[config.mk]
export PLATFORM = sky130hd
export DESIGN_NAME = bus_initiator
export DESIGN_NICKNAME = d
export VERILOG_FILES = /design/src/rtl/bus_pkg.sv /design/src/rtl/bus_watchdog.sv /design/src/rtl/bus_initiator.sv
export SDC_FILE = /design/constraint.sdc
export NUM_CORES = 1
export LEC_CHECK = 0
export CORE_UTILIZATION = 37
export CTS_CLUSTER_DIAMETER = 120
export DETAILED_ROUTE_END_ITERATION = 10
export PLACE_DENSITY = 0.81
export REMOVE_ABC_BUFFERS = 1
export SKIP_CTS_REPAIR_TIMING = 1
export SYNTH_ARGS = -nofsm -noshare
export SYNTH_HDL_FRONTEND = slang
export SYNTH_SLANG_ARGS = --single-unit
[constraint.sdc]
create_clock -name clk -period 2.65 [get_ports clk]
set_input_delay 0.795 -clock clk [delete_from_list [all_inputs] [get_ports clk]]
set_output_delay 0.795 -clock clk [all_outputs]
set_load 0.005 [all_outputs]
[src/rtl/bus_pkg.sv]
// Shared types for the daisy-chained register bus: field widths, the
// transaction record carried between cores, and the initiator state encoding.
package bus_pkg;

    localparam int BUS_ADDR_W = 16;
    localparam int BUS_DATA_W = 16;

    typedef struct packed {
        logic [BUS_ADDR_W-1:0] addr;
        logic [BUS_DATA_W-1:0] wdata;
        logic [BUS_DATA_W-1:0] rdata;
        logic                  rw;
        logic                  valid;
    } bus_xact_t;

    typedef enum logic [1:0] {
        INIT_IDLE,
        INIT_ISSUE,
        INIT_WAIT,
        INIT_RESP
    } init_state_e;

endpackage

[src/rtl/bus_watchdog.sv]
// Cycle watchdog for the initiator's wait phase: counts enabled cycles since
// the last clear and flags expiry once TIMEOUT cycles have been spent waiting.
module bus_watchdog #(
    parameter int TIMEOUT = 64
) (
    input  logic clk,
    input  logic rst,
    input  logic clear_i,
    input  logic enable_i,
    output logic expired_o
);

    localparam int CNT_W = (TIMEOUT > 1) ? $clog2(TIMEOUT) : 1;

    logic [CNT_W-1:0] count_q, count_d;

    assign expired_o = enable_i && (count_q == CNT_W'(TIMEOUT - 1));

    // Saturate at expiry so a lingering enable cannot wrap the count.
    always_comb begin
        count_d = count_q;
        if (clear_i) begin
            count_d = '0;
        end else if (enable_i && !expired_o) begin
            count_d = count_q + CNT_W'(1);
        end
    end

    always_ff @(posedge clk) begin
        if (rst) begin
            count_q <= '0;
        end else begin
            count_q <= count_d;
        end
    end

endmodule

[src/rtl/bus_initiator.sv]
// Head-of-chain bus initiator: turns a host request/response handshake into a
// single outstanding bus transaction. Define BUS_INITIATOR_TIMEOUT_EN for the watchdog.
module bus_initiator
    import bus_pkg::*;
#(
    parameter int TIMEOUT = 64
)
(
    input  logic                  clk,
    input  logic                  rst,
    input  logic [BUS_ADDR_W-1:0] req_addr_i,
    input  logic [BUS_DATA_W-1:0] req_wdata_i,
    input  logic                  req_rw_i,
    input  logic                  req_valid_i,
    output logic                  req_ready_o,
    output logic [BUS_ADDR_W-1:0] addr_o,
    output logic [BUS_DATA_W-1:0] wdata_o,
    output logic [BUS_DATA_W-1:0] rdata_o,
    output logic                  rw_o,
    output logic                  valid_o,
    input  logic [BUS_ADDR_W-1:0] addr_i,
    input  logic [BUS_DATA_W-1:0] wdata_i,
    input  logic [BUS_DATA_W-1:0] rdata_i,
    input  logic                  rw_i,
    input  logic                  valid_i,
    output logic [BUS_DATA_W-1:0] resp_rdata_o,
    output logic                  resp_rw_o,
    output logic                  resp_err_o,
    output logic                  resp_valid_o,
    input  logic                  resp_ready_i
);

    init_state_e               state_q, state_d;
    bus_xact_t                 bus_q, bus_d;
    logic                      resp_valid_q, resp_valid_d;
    logic [BUS_DATA_W-1:0]     resp_rdata_q, resp_rdata_d;
    logic                      resp_rw_q, resp_rw_d;
    logic                      resp_err_q, resp_err_d;
    logic                      match;
    logic                      timeout_hit;
    logic                      unused_wdata;

    assign unused_wdata = ^wdata_i;

    assign match = valid_i && (addr_i == bus_q.addr) && (rw_i == bus_q.rw);

`ifdef BUS_INITIATOR_TIMEOUT_EN
    bus_watchdog #(
        .TIMEOUT(TIMEOUT)
    ) u_watchdog (
        .clk      (clk),
        .rst      (rst),
        .clear_i  (state_q == INIT_ISSUE),
        .enable_i (state_q == INIT_WAIT),
        .expired_o(timeout_hit)
    );
`else
    assign timeout_hit = 1'b0;
`endif

    always_comb begin
        state_d      = state_q;
        bus_d        = bus_q;
        bus_d.valid  = 1'b0;
        bus_d.rdata  = '0;
        resp_valid_d = resp_valid_q;
        resp_rdata_d = resp_rdata_q;
        resp_rw_d    = resp_rw_q;
        resp_err_d   = resp_err_q;
        unique case (state_q)
            INIT_IDLE: begin
                if (req_valid_i) begin
                    bus_d.addr  = req_addr_i;
                    bus_d.wdata = req_wdata_i;
                    bus_d.rw    = req_rw_i;
                    bus_d.valid = 1'b1;
                    state_d     = INIT_ISSUE;
                end
            end
            INIT_ISSUE: begin
                state_d = INIT_WAIT;
            end
            INIT_WAIT: begin
                // A real return beats a watchdog expiry landing in the same cycle.
                if (match) begin
                    resp_valid_d = 1'b1;
                    resp_rdata_d = bus_q.rw ? '0 : rdata_i;
                    resp_rw_d    = bus_q.rw;
                    resp_err_d   = 1'b0;
                    state_d      = INIT_RESP;
                end else if (timeout_hit) begin
                    resp_valid_d = 1'b1;
                    resp_rdata_d = '0;
                    resp_rw_d    = bus_q.rw;
                    resp_err_d   = 1'b1;
                    state_d      = INIT_RESP;
                end
            end
            INIT_RESP: begin
                if (resp_ready_i) begin
                    resp_valid_d = 1'b0;
                    state_d      = INIT_IDLE;
                end
            end
            default: begin
                state_d = INIT_IDLE;
            end
        endcase
    end

    always_ff @(posedge clk) begin
        if (rst) begin
            state_q      <= INIT_IDLE;
            bus_q        <= '0;
            resp_valid_q <= 1'b0;
            resp_rdata_q <= '0;
            resp_rw_q    <= 1'b0;
            resp_err_q   <= 1'b0;
        end else begin
            state_q      <= state_d;
            bus_q        <= bus_d;
            resp_valid_q <= resp_valid_d;
            resp_rdata_q <= resp_rdata_d;
            resp_rw_q    <= resp_rw_d;
            resp_err_q   <= resp_err_d;
        end
    end

    assign req_ready_o  = (state_q == INIT_IDLE) && !rst;
    assign addr_o       = bus_q.addr;
    assign wdata_o      = bus_q.wdata;
    assign rdata_o      = bus_q.rdata;
    assign rw_o         = bus_q.rw;
    assign valid_o      = bus_q.valid;
    assign resp_rdata_o = resp_rdata_q;
    assign resp_rw_o    = resp_rw_q;
    assign resp_err_o   = resp_err_q;
    assign resp_valid_o = resp_valid_q;

endmodule

==> impl_metrics.csv, run 1 <==
group,metric,value,unit
status,status,"finished clean",
global_route,grt_max_degree,57,
sta,period_minus_slack,2490,ps
power,switching_power,0.0006584,W
setup_path,critPathArrivalTime,1690,ps
clocking,cts_buffers,5,
power,peakVddDrop,0.3289,mV
route,drt-total-wl,6.294,mm
power,seqPwrFrac,0.452,
synth,yosys_warnings,0,
synth,ys_ff_latch,54,
power,clock_power_share,0.204,
final_layout,final_common_cell,"clkdlybuf4s50_1",
run,maxCapViolations,0,
final_layout,layout_common_cells,"clkdlybuf4s50_1 (122), nand2_1 (88), dfxtp_1 (54), a21oi_1 (33), nand2b_1 (18)",
global_route,grt_pass1_vias,2240,
floorplan,placement_rows,29,
power,power_density,576.2,nW/um2
floorplan,coreArea,6386,um2
clocking,clock_latency,300,ps
place,gp_congestion,0.7210,
sta,final_hold_viol_count,0,
sta,fmax,401.6,MHz
power,leakagePower,1.532,nW
clocking,tritoncts,"done",
synth,synth_cell_types,33,
route,drc,0,
power,p_comb_frac,0.345,
synth,syn-instance-count,296,
setup_path,crit_path_end_kind,"output pin",
route,num_vias,2266,
global_route,gr-total-overflow,0,
final_layout,diodes,0,
setup_path,critPathMaxFanout,5,
power,finalPower,0.002185,W
global_route,antenna_found_initial,0,
global_route,grt_pass1_wl,10.53,mm
sta,period_share,0.9396,
final_layout,nets,505,
final_layout,multi_input_area,1230,um2
power,sw_frac_of_total,0.3013,
synth,avgSynthCellArea,8.357,um2
setup_path,crit_type,"flip-flop to output pin",
place,hpwl,4.662,mm
route,drtIter0Drc,56,
global_route,grt_usage,0.1838,
clocking,cts.clk_slew.worst_paths,100,ps
synth,ys_seq_area_frac,0.4370,
final_layout,area_delta_synth_final,53.31,%
hold_path,hold_class,"flip-flop to flip-flop",
final_layout,layout-drive-gt1-share,0.04096,
route,postRouteAntennaNets,0,
sta,finalSetupViolCount,0,
clocking,clock_sinks,54,
route,wire_per_inst,12.79,um
sta,slew_headroom,0.2655,
floorplan,die-width,83.77,um
floorplan,die_h,83.77,um
clocking,clock_path_buffers,2,
clocking,cts_max_level,2,
place,pre_cts_ws,-10.79,ps
final_layout,seq_area,1081,um2
sta,worstMarginPinSlew,1098,ps
final_layout,fill_cells,562,
sta,finClkSkew,6.560,ps
route,vias_per_cell,4.606,
floorplan,die_area,7017,um2
floorplan,io_pins,157,
power,p_int,0.001527,W
route,drt_pre_antenna_iters,4,
place,numPortBuffers,123,
setup_path,cp-start-kind,"flip-flop",
clocking,cts-root-buf,"clkbuf_8",
sta,rsz0062_at_grt,"no",
setup_path,required,1860,ps
sta,worst_slack,160.0,ps
synth,synth_area,2474,um2
sta,worst_hold_slack,457.8,ps
sta,drv_slew,0,
sta,final.setup.tns,0,ps
floorplan,initial_core_util,0.3873,
-- registers in the layout, summed over array words and instances (netlist names) --
| name | flops |
|---|---|
| valid_o | 1 |
| resp_rdata_o | 16 |
| state_q | 2 |
| addr_o | 16 |
| resp_rw_o | 1 |
| resp_valid_o | 1 |
| wdata_o | 16 |
| rw_o | 1 |
-- path summary, 6_finish.rpt --
path | startpoint | to | slack, ps | depth (start not counted)
setup reg to reg | rw_o | resp_rdata_o[14] | 860 | 5
hold reg to reg | wdata_o[10] | wdata_o[10] | 460 | 2
setup / recovery | state_q[0] | req_ready_o | 160 | 5
hold / removal | wdata_o[10] | wdata_o[10] | 460 | 2
-- cell families after synthesis --
kind of cell	share of synthesized area
compound gates	0.08650
xor+xnor	0.06019
fa+ha+maj	0.02023
buf+inv	0.09003
flops	0.4370
mux	0.07334
other cells	0.001516
simple gates	0.2312
-- routing by layer --
layer,wire (um),vias to the layer above,global-route usage
met5,0,-,0
met4,53,0,0.05085
met3,361,5,0.03956
met2,3253,75,0.3319
met1,2625,1036,0.2183
li1,-,1150,-
-- through the flow --
step | util | instance area [um2] | instances
6_report | 0.5938 | 3792 | 492
3_3_place_gp | 0.5803 | 3706 | 484
3_5_place_dp | 0.5803 | 3706 | 484
4_1_cts | 0.5938 | 3792 | 492
2_1_floorplan | - | 2326 | 278
5_1_grt | 0.5938 | 3792 | 492
-- power groups by stage --
stage,registers (W),clock network (W),logic [W]
finish,0.000987,0.000445,0.000753
global route,0.00100,0.000508,0.000826
CTS,0.000989,0.000471,0.000764
detailed placement,0.00101,0,0.000760
global placement,0.00100,0,0.000740
floorplan,0.00101,0,0.000316
-- synth_stat cells --
cell      number  share of area
a21o_1         1         0.0030
nand3_1        1         0.0020
and2_1         1         0.0025
o211ai_1       1         0.0030
xor2_1         4          0.014
o211a_1        1         0.0040
nand2b_1      18          0.046
mux2i_1       17          0.069
nor4_1         1         0.0025
a31oi_1        1         0.0025
nor2_1         5         0.0076
buf_1          1         0.0015
conb_1         1         0.0015
and3_1         1         0.0025
nor2b_1        1         0.0025
nand4_1        5          0.013
buf_4         17          0.052
nand3_4        1         0.0071
or2b_1         1         0.0030
a311oi_1       1         0.0035
inv_1          4         0.0061
nand2_1       88           0.13
a21oi_1       33          0.067
dfxtp_1       54           0.44
nor3_4         1         0.0066
xnor2_1       13          0.046
ha_1           4          0.020
clkbuf_1      13          0.020
buf_6          2         0.0091
o22a_1         1         0.0035
mux2_2         1         0.0046
clkbuf_2       1         0.0020
nand3b_1       1         0.0030
-- final cells by class --
cell class,instances,share of cell area
well taps,77,0.02540
inverters,4,0.003959
flip-flops and latches,54,0.2851
multi-input cells,220,0.3243
clock inverters,2,0.003629
clock buffers,6,0.01914
repair buffers,129,0.3385
-- worst max-delay path, stage by stage (launching register included) --
cell,delay [ps]
dfxtp_1,330
inv_1,140
ha_1,210
inv_1,60
nor2_1,130
clkdlybuf4s50_1,530
Power figures use the tool's default switching activity.
==> inputs of run 2 (changes only) <==
--- a/config.mk
+++ b/config.mk
@@ -8,9 +8,11 @@
 export CORE_UTILIZATION = 37
 export CTS_CLUSTER_DIAMETER = 120
 export DETAILED_ROUTE_END_ITERATION = 10
+export GPL_TIMING_DRIVEN = 0
 export PLACE_DENSITY = 0.81
 export REMOVE_ABC_BUFFERS = 1
 export SKIP_CTS_REPAIR_TIMING = 1
 export SYNTH_ARGS = -nofsm -noshare
 export SYNTH_HDL_FRONTEND = slang
+export SYNTH_HIERARCHICAL = 1
 export SYNTH_SLANG_ARGS = --single-unit
==> run 2 against run 1 <==
Against the previous run: global-route usage shrank 0.60 points; via count fell by 0.88%; utilization decreased by 0.059 points; critical path depth is 1 lower; non-clock buffer count fell by 5; clock skew is 1.0 ps lower; largest cell class unchanged.
==> impl_metrics.csv, run 2 <==
group,metric,value,unit
global_route,grt_max_degree,35,
floorplan,die-width,83.77,um
sta,period_minus_slack,2533,ps
setup_path,crit_slowest_cell,"clkdlybuf4s50_1",
setup_path,crit_path_end_kind,"output pin",
place,gp_congestion,0.7355,
synth,yosysTopAreaCell,"dfxtp_1",
sta,fmax,394.7,MHz
sta,worstMarginPinSlew,1207,ps
floorplan,io_pins,157,
power,power_density,594.1,nW/um2
sta,period_share,0.9560,
synth,synth_most_common_cell,"nand2_1",
floorplan,die_area,7017,um2
clocking,tritoncts,"done",
setup_path,cp-start-kind,"input port",
floorplan,initial_core_util,0.3873,
clocking,clock_sinks,54,
synth,synth_ff_type,"dfxtp_1",
synth,synth_edf_count,0,
route,drc,0,
synth,synth_cell_types,33,
final_layout,area_delta_synth_final,53.16,%
synth,synth_area,2474,um2
final_layout,layout-drive-gt1-share,0.02683,
synth,yosys-top-cells-area,"dfxtp_1 (44%), nand2_1 (13%), mux2i_1 (6.9%)",
route,drtIter0Drc,48,
clocking,cts.clk_slew.worst_paths,90,ps
setup_path,crit_type,"input port to output pin",
synth,synth_common_cells,"nand2_1 (88), dfxtp_1 (54), a21oi_1 (33)",
synth,ys_seq_area_frac,0.4370,
synth,syn-instance-count,296,
setup_path,path_cells,"buf_6, buf_16, nor2_1, clkdlybuf4s50_1",
setup_path,critPathMaxFanout,31,
clocking,clock_path_buffers,2,
synth,yosys_warnings,6,
sta,final.setup.tns,0,ps
place,hpwl,4.490,mm
route,wire_per_inst,12.63,um
place,numPortBuffers,123,
route,drt-total-wl,6.151,mm
sta,final_hold_viol_count,0,
route,postRouteAntennaNets,0,
global_route,grt_usage,0.1778,
sta,finClkSkew,5.544,ps
sta,rsz0062_at_grt,"no",
final_layout,fill_cells,570,
route,drt_pre_antenna_iters,4,
clocking,cts_buffers,5,
synth,yosysTopAreaCellShare,0.4370,
clocking,cts-root-buf,"clkbuf_8",
synth,async_reset_ff_frac,0,
setup_path,critical_path.top_delay_family,"buffers and inverters",
sta,drv_slew,0,
final_layout,diodes,0,
status,status,"finished clean",
clocking,cts_max_level,2,
global_route,gr-total-overflow,0,
setup_path,critPathBufInv,3,
sta,slew_headroom,0.1954,
hold_path,hold_class,"flip-flop to flip-flop",
synth,avgSynthCellArea,8.357,um2
synth,ys_ff_latch,54,
sta,finalSetupViolCount,0,
route,vias_per_cell,4.612,
setup_path,cpPeakStageDelay,500,ps
final_layout,layout_common_cells,"clkdlybuf4s50_1 (122), nand2_1 (88), dfxtp_1 (54), a21oi_1 (33), nand2b_1 (18)",
floorplan,placement_rows,29,
global_route,antenna_found_initial,0,
global_route,grt_pass1_wl,10.30,mm
clocking,clock_latency,290,ps
final_layout,nets,500,
setup_path,critPathArrivalTime,1740,ps
setup_path,required,1860,ps
floorplan,coreArea,6386,um2
sta,worst_hold_slack,457.2,ps
final_layout,final_common_cell,"clkdlybuf4s50_1",
floorplan,die_h,83.77,um
route,num_vias,2246,
run,maxCapViolations,0,
power,peakVddDrop,0.4553,mV
power,leakagePower,1.518,nW
global_route,grt_pass1_vias,2208,
run 2: cell count changes in the layout (fill, tap and decap cells not counted), sizes merged:
cell / before / now
bufinv: 0 / 1
buf: 7 / 2
clkbuf: 6 / 7
clkinv: 2 / 0
run 2: stage by stage:
step,util,instances,area [um2],worst slack (ps),power [W]
floorplan,-,278,2326,627.7,0.001325
global placement,0.5721,478,3654,-1389,0.001711
detailed placement,0.5756,479,3676,-161.9,0.001735
CTS,0.5923,487,3782,-95.08,0.002283
global route,0.5933,487,3789,46.00,0.002400
finish,0.5933,487,3789,116.6,0.002251
run 2: logic make-up (layout without fill, tap and decap cells):
group,count (synthesis),after routing,synth area share
and+or+nand+nor,125,125,0.2312
DFF,54,54,0.4370
AOI/OAI and AO/OA,39,39,0.08650
buffers and inverters,38,136,0.09003
muxes,18,18,0.07334
xor gates and xnor gates,17,17,0.06019
adders and majority gates,4,4,0.02023
other,1,17,0.001516
run 2: path summary, 6_finish.rpt:
| check | start | endpoint | slack (ps) | depth (start not counted) |
|---|---|---|---|---|
| hold / removal | wdata_o[8] | wdata_o[8] | 460 | 2 |
| hold reg to reg | wdata_o[8] | wdata_o[8] | 460 | 2 |
| setup reg to reg | state_q[0] | addr_o[12] | 630 | 5 |
| setup / recovery | rst | req_ready_o | 120 | 4 |
run 2: final cells by class:
type	count	area (um2)	area share
clock buffers	7	76.32	0.02015
clock inverters	1	30.03	0.007926
inverters	4	15.01	0.003963
multi-input cells	220	1230	0.3246
flip-flops and latches	54	1081	0.2853
well taps	77	96.34	0.02543
repair buffers	124	1260	0.3326
run 2: worst reg2reg max path: stages (launching register included):
cell,delay [ps]
dfxtp_1,330
inv_1,130
ha_1,220
and2_1,940
nand2_1,170
a21oi_1,160
run 2: report_power, final:
part	switching, W	internal (W)
Sequential	0.0000700	0.000916
Combinational	0.000323	0.000403
Clock	0.000256	0.000283
run 2: per-layer routing:
layer | share of wire | up-vias | wire [um] | global-route usage
met4 | 0.011 | 0 | 65 | 0.05393
met2 | 0.51 | 81 | 3135 | 0.3193
met5 | 0 | - | 0 | 0
met1 | 0.42 | 1017 | 2582 | 0.2119
li1 | - | 1144 | - | -
met3 | 0.060 | 4 | 366 | 0.03660
